[config.mk]
export PLATFORM = sky130hd
export DESIGN_NAME = shift_engine
export DESIGN_NICKNAME = d
export VERILOG_FILES = /design/src/rtl/shift_engine.sv
export SDC_FILE = /design/constraint.sdc
export NUM_CORES = 1
export LEC_CHECK = 0
export CAP_MARGIN = 30
export CORE_UTILIZATION = 37
export DETAILED_ROUTE_END_ITERATION = 6
export PLACE_DENSITY_LB_ADDON = 0.1
export SLEW_MARGIN = 10
export SYNTH_ARGS = -nofsm -noshare
export SYNTH_HDL_FRONTEND = slang
export SYNTH_SLANG_ARGS = --single-unit
export TNS_END_PERCENT = 30
[constraint.sdc]
create_clock -name CLK -period 1.09 [get_ports CLK]
set_input_delay 0.2725 -clock CLK [delete_from_list [all_inputs] [get_ports CLK]]
set_output_delay 0.2725 -clock CLK [all_outputs]
set_load 0.02 [all_outputs]
[src/rtl/shift_engine.sv]
// shift_engine
// ------------------------------------------------------------------------
// Parametrised serial shift engine. One WIDTH-bit register serves as the
// serialiser (parallel word out on BIT_OUT) and the deserialiser (serial
// DATA_IN into SHIFT_REG). A frame starts with an accepted parallel load
// and completes after exactly WIDTH enabled shifts.
//
// Handshake: a load transfers on a rising CLK edge where LOAD_VALID=1 and
// LOAD_READY=1. LOAD_READY is high only in IDLE. While a frame is running
// LOAD_VALID is ignored, so the requester simply keeps it asserted until
// it is accepted.
//
// Optional feature (macro SHIFT_ENGINE_CAPTURE_EN): adds RX_WORD/RX_VALID,
// a capture of the fully deserialised word taken on the final shift of
// each frame.
//
// Parameters:
//   WIDTH      register width (>= 2)
//   RESET_VAL  SHIFT_REG value on reset
//   MSB_FIRST  0: right shift, LSB out first; 1: left shift, MSB out first
//   CW         width of BIT_CNT (derived)
// Ports:
//   CLK, RST          clock; asynchronous active-high reset
//   LOAD_VALID/READY  parallel-load handshake
//   LOAD_DATA         parallel word to load
//   SHIFT_EN          perform one shift this cycle
//   DATA_IN           serial input bit
//   BIT_OUT           serial output bit (combinational from SHIFT_REG)
//   SHIFT_REG         register contents
//   BIT_CNT           enabled shifts completed in the current frame
//   BUSY              frame in progress (FSM in SHIFT)
//   FRAME_DONE        one-cycle pulse after the final shift of a frame
//   RX_WORD/RX_VALID  captured word and its pulse (capture build only)
// ------------------------------------------------------------------------
module shift_engine #(
    parameter int               WIDTH     = 8,
    parameter logic [WIDTH-1:0] RESET_VAL = WIDTH'('h55),
    parameter bit               MSB_FIRST = 1'b0,
    parameter int               CW        = $clog2(WIDTH + 1)
) (
    input  logic             CLK,
    input  logic             RST,
    input  logic             LOAD_VALID,
    output logic             LOAD_READY,
    input  logic [WIDTH-1:0] LOAD_DATA,
    input  logic             SHIFT_EN,
    input  logic             DATA_IN,
    output logic             BIT_OUT,
    output logic [WIDTH-1:0] SHIFT_REG,
    output logic [CW-1:0]    BIT_CNT,
    output logic             BUSY,
    output logic             FRAME_DONE
`ifdef SHIFT_ENGINE_CAPTURE_EN
    ,
    output logic [WIDTH-1:0] RX_WORD,
    output logic             RX_VALID
`endif
);

    localparam logic [0:0] ST_IDLE  = 1'b0;
    localparam logic [0:0] ST_SHIFT = 1'b1;

    logic [0:0]       state;
    logic [WIDTH-1:0] shifted;
    logic             last_shift;

    // Next register value for one shift in the configured direction.
    always_comb begin
        shifted = SHIFT_REG;
        if (MSB_FIRST) begin
            shifted = {SHIFT_REG[WIDTH-2:0], DATA_IN};
        end else begin
            shifted = {DATA_IN, SHIFT_REG[WIDTH-1:1]};
        end
    end

    // Final shift of a tracked frame; free-running shifts in IDLE never count.
    assign last_shift = (state == ST_SHIFT) && SHIFT_EN &&
                        (BIT_CNT == CW'(WIDTH - 1));

    assign BIT_OUT    = MSB_FIRST ? SHIFT_REG[WIDTH-1] : SHIFT_REG[0];
    assign LOAD_READY = (state == ST_IDLE);
    assign BUSY       = (state == ST_SHIFT);

    always_ff @(posedge CLK or posedge RST) begin
        if (RST) begin
            state      <= ST_IDLE;
            SHIFT_REG  <= RESET_VAL;
            BIT_CNT    <= '0;
            FRAME_DONE <= 1'b0;
        end else begin
            FRAME_DONE <= 1'b0;
            case (state)
                ST_IDLE: begin
                    if (LOAD_VALID) begin
                        // Load has priority over a simultaneous shift request.
                        SHIFT_REG <= LOAD_DATA;
                        BIT_CNT   <= '0;
                        state     <= ST_SHIFT;
                    end else if (SHIFT_EN) begin
                        SHIFT_REG <= shifted;
                    end
                end
                ST_SHIFT: begin
                    if (SHIFT_EN) begin
                        SHIFT_REG <= shifted;
                        if (last_shift) begin
                            // Count saturates at WIDTH until the next load.
                            BIT_CNT    <= CW'(WIDTH);
                            FRAME_DONE <= 1'b1;
                            state      <= ST_IDLE;
                        end else begin
                            BIT_CNT <= BIT_CNT + 1'b1;
                        end
                    end
                end
                default: begin
                    state <= ST_IDLE;
                end
            endcase
        end
    end

`ifdef SHIFT_ENGINE_CAPTURE_EN
    // Capture the post-shift word so RX_WORD is independent of later
    // free-running shifts or reloads.
    always_ff @(posedge CLK or posedge RST) begin
        if (RST) begin
            RX_WORD  <= '0;
            RX_VALID <= 1'b0;
        end else begin
            RX_VALID <= last_shift;
            if (last_shift) begin
                RX_WORD <= shifted;
            end
        end
    end
`endif

endmodule
==> impl_results.md <==
* Hpwl dp at 1130 µm
* Buffers on Ports at 28
* Global-route wire length before repair at 2440 µm
* Area contributors post-synth: dfrtp_1, dfstp_2, mux2i_1
* Area leader, netlist: dfrtp_1
* Layout cells sized above 1 at 54.7%
* Failing checks: negative setup slack
* Cell Pwr Density at 2560 mW/mm²
* Routed wire length per instance at 11.1 µm
* RSZ-0062 raised after global routing: true
* Die Span X at 45.7 µm
* Post-synth top area share at 35.4%
* GRT Util Overall at 17.5%
* Setup-failing EPs final at 22
* Placed cells at 133
* Overall die height at 45.7 µm
* Sequential Power Share at 28.9%
* P_sw at 1240 µW
* DRT Pass-1 Iters at 4
* Vias in the first global route at 557
* Post-layout min period at 1230 ps
* Final worst path period share at 113%
* Max_cap viols at 0
* Clock tree buffer depth at 2
* Final Max Tran Viols at 0
* Clock-pin slew on the worst setup and hold paths at 80 ps
* CTS Buf Count at 3
* Clock group share of total power at 9.6%
* Unique masters post-synth at 22
* CTS tree: done
* GRT overflow at 0
* H-tree depth at 1
* Final Hold Fails at 0
* Peak VDD IR at 0.00183 V
* Routability Congestion at 0.724
* Buf/Inv on CP at 1
* Critical Path Fanout Max at 3
* Pin count of the biggest net entering global routing at 15
* CP arrival at 960 ps
* Root Driver: clkbuf_4
* CP top delay family: flip-flops
* HP Class: primary input to asynchronous set/reset pin
* Worst Max-Slew Pin Slew at 192 ps
* Syn. warnings at 0
* Lkg Pwr at 0.000614 µW
* Crit path required time at 820 ps
* FF+latch count, synth at 14
* Outcome: finished, violations left
* Final #Nets at 132
* Clock Latency Late Sink at 280 ps
* Rel. slew slack at 86.8%
* Int Pwr at 1970 µW
* ANT nets after route at 0
* Biggest cell delay along the critical path at 560 ps
* I/O pin cnt at 29
* Final setup margin at -143 ps
* Comb pwr share at 61.5%
* Clock tree sinks at 14
* WL final at 1580 µm
* N_diodes at 0
* Worst-case clock skew at 1.22 ps
* Crit-path slowest cell: dfstp_2
* Cells along the critical path: buf_6
* Post-Synthesis Cells at 67
* Commonest non-fill, non-tap cell in the layout: buf_4
* Via density at 4.50
* Sequential-to-total area share from yosys stat at 50.3%
* Crit. End Element: output pin
* # rows at 15
* Area Overhead vs Synth at 77.5%
* DRT iter0 DRCs at 7
* Setup crit start kind: flip-flop
* Routed vias at 639
* Commonest cells after routing, fill and taps aside: buf_4, clkdlybuf4s50_1, buf_2, buf_6
* Mapped cell area at 707 µm²
* Final Instance Count excl. Fillers at 142
* Die Area at 0.00209 mm²
* Switching portion of total power at 38.5%
* Initial core utilization at 40.1%
* Initial antenna violation count at 0
* Residual DRC at 0
* Worst Setup Path Type: flip-flop to output pin
* Syn avg cell area at 10.6 µm²
* Tot Pwr at 3210 µW
* Core ar. at 0.00176 mm²
* Fmax at 811 MHz
* Syn nets at 81
-- what timing repair did --
item,CTS,global route
setup buffers,2,3
endpoints found under the setup margin,20,29
hold endpoints to repair,0,0
pin swaps,0,1
hold buffers,0,0
gates cloned,0,0
gates resized for setup,81,13
-- flip-flops by register name, indices dropped and copies added, names as in the netlist --
register	count
SHIFT_REG	8
FRAME_DONE	1
BIT_CNT	4
BUSY	1
-- routing by layer --
metal	GRT usage [%]	vias to the layer above	part of all wire (%)
li1	-	334	-
met1	22.1	282	44
met2	26.3	19	49
met3	5.16	4	4.9
met4	10.6	0	2.5
met5	0	-	0
-- worst paths after layout --
path                               from            to  slack (ps)  depth (start not counted)
setup reg to reg             BIT_CNT[1]    BIT_CNT[0]        -100                          4
hold reg to reg              BIT_CNT[2]    BIT_CNT[2]         590                          2
max in group asynchronous           RST  SHIFT_REG[4]         590                          3
min in group CLK               SHIFT_EN    BIT_CNT[1]         420                          4
hold / removal                      RST          BUSY         300                          3
setup / recovery           SHIFT_REG[0]       BIT_OUT        -140                          1
-- power groups by stage --
| stage | sequential [µW] | combinational (µW) | clock [µW] |
|---|---|---|---|
| 3_3_place_gp | 914 | 1830 | 0 |
| 4_1_cts | 929 | 1840 | 316 |
| 6_report | 928 | 1970 | 307 |
| 2_1_floorplan | 1270 | 569 | 0 |
| 5_1_grt | 954 | 2120 | 342 |
| 3_5_place_dp | 926 | 1850 | 0 |
-- through the flow --
step	cell area, µm²	TNS, ps	worst slack [ps]	hold WS (ps)	utilization (%)
after CTS	1170	-1420	-152	295	66.6
after floorplan	722	-89.7	-13.9	159	-
after detailed placement	1160	-5890	-327	571	65.6
after global routing	1250	-2370	-177	307	71.1
after global placement	1160	-5640	-304	565	65.6
final	1250	-1170	-143	297	71.1
-- cell usage after synthesis (all sizes together) --
library cell and count:
a21oi 2, nand3 5, nand2 11, a21o 2
dfrtp 10, buf 4, o21ai 10, nand2b 1
nor2b 3, ha 1, and3b 1, inv 2
dfstp 4, o31ai 1, nor2 1, mux2i 8
a41o 1
-- layout make-up --
type,count,area (µm²)
Fill cell,151,509
Timing Repair Buffer,50,470
Multi-Input combinational cell,47,362
Sequential cell,14,358
Tap cell,25,31.3
Clock buffer,4,26.3
Inverter,2,7.51
-- cell families (layout without fill, tap and decap cells) --
logic type               Yosys count  in the layout  synth area share (%)
buffers and inverters              6             56                  6.90
adder cells (fa/ha/maj)            1              1                  1.77
AND/OR/NAND/NOR                   22             22                  16.1
AO/OA/AOI/OAI                     16             16                  13.6
flip-flops                        14             14                  50.3
multiplexers                       8              8                  11.3
Note: power is estimated with default switching activity, not from simulation.
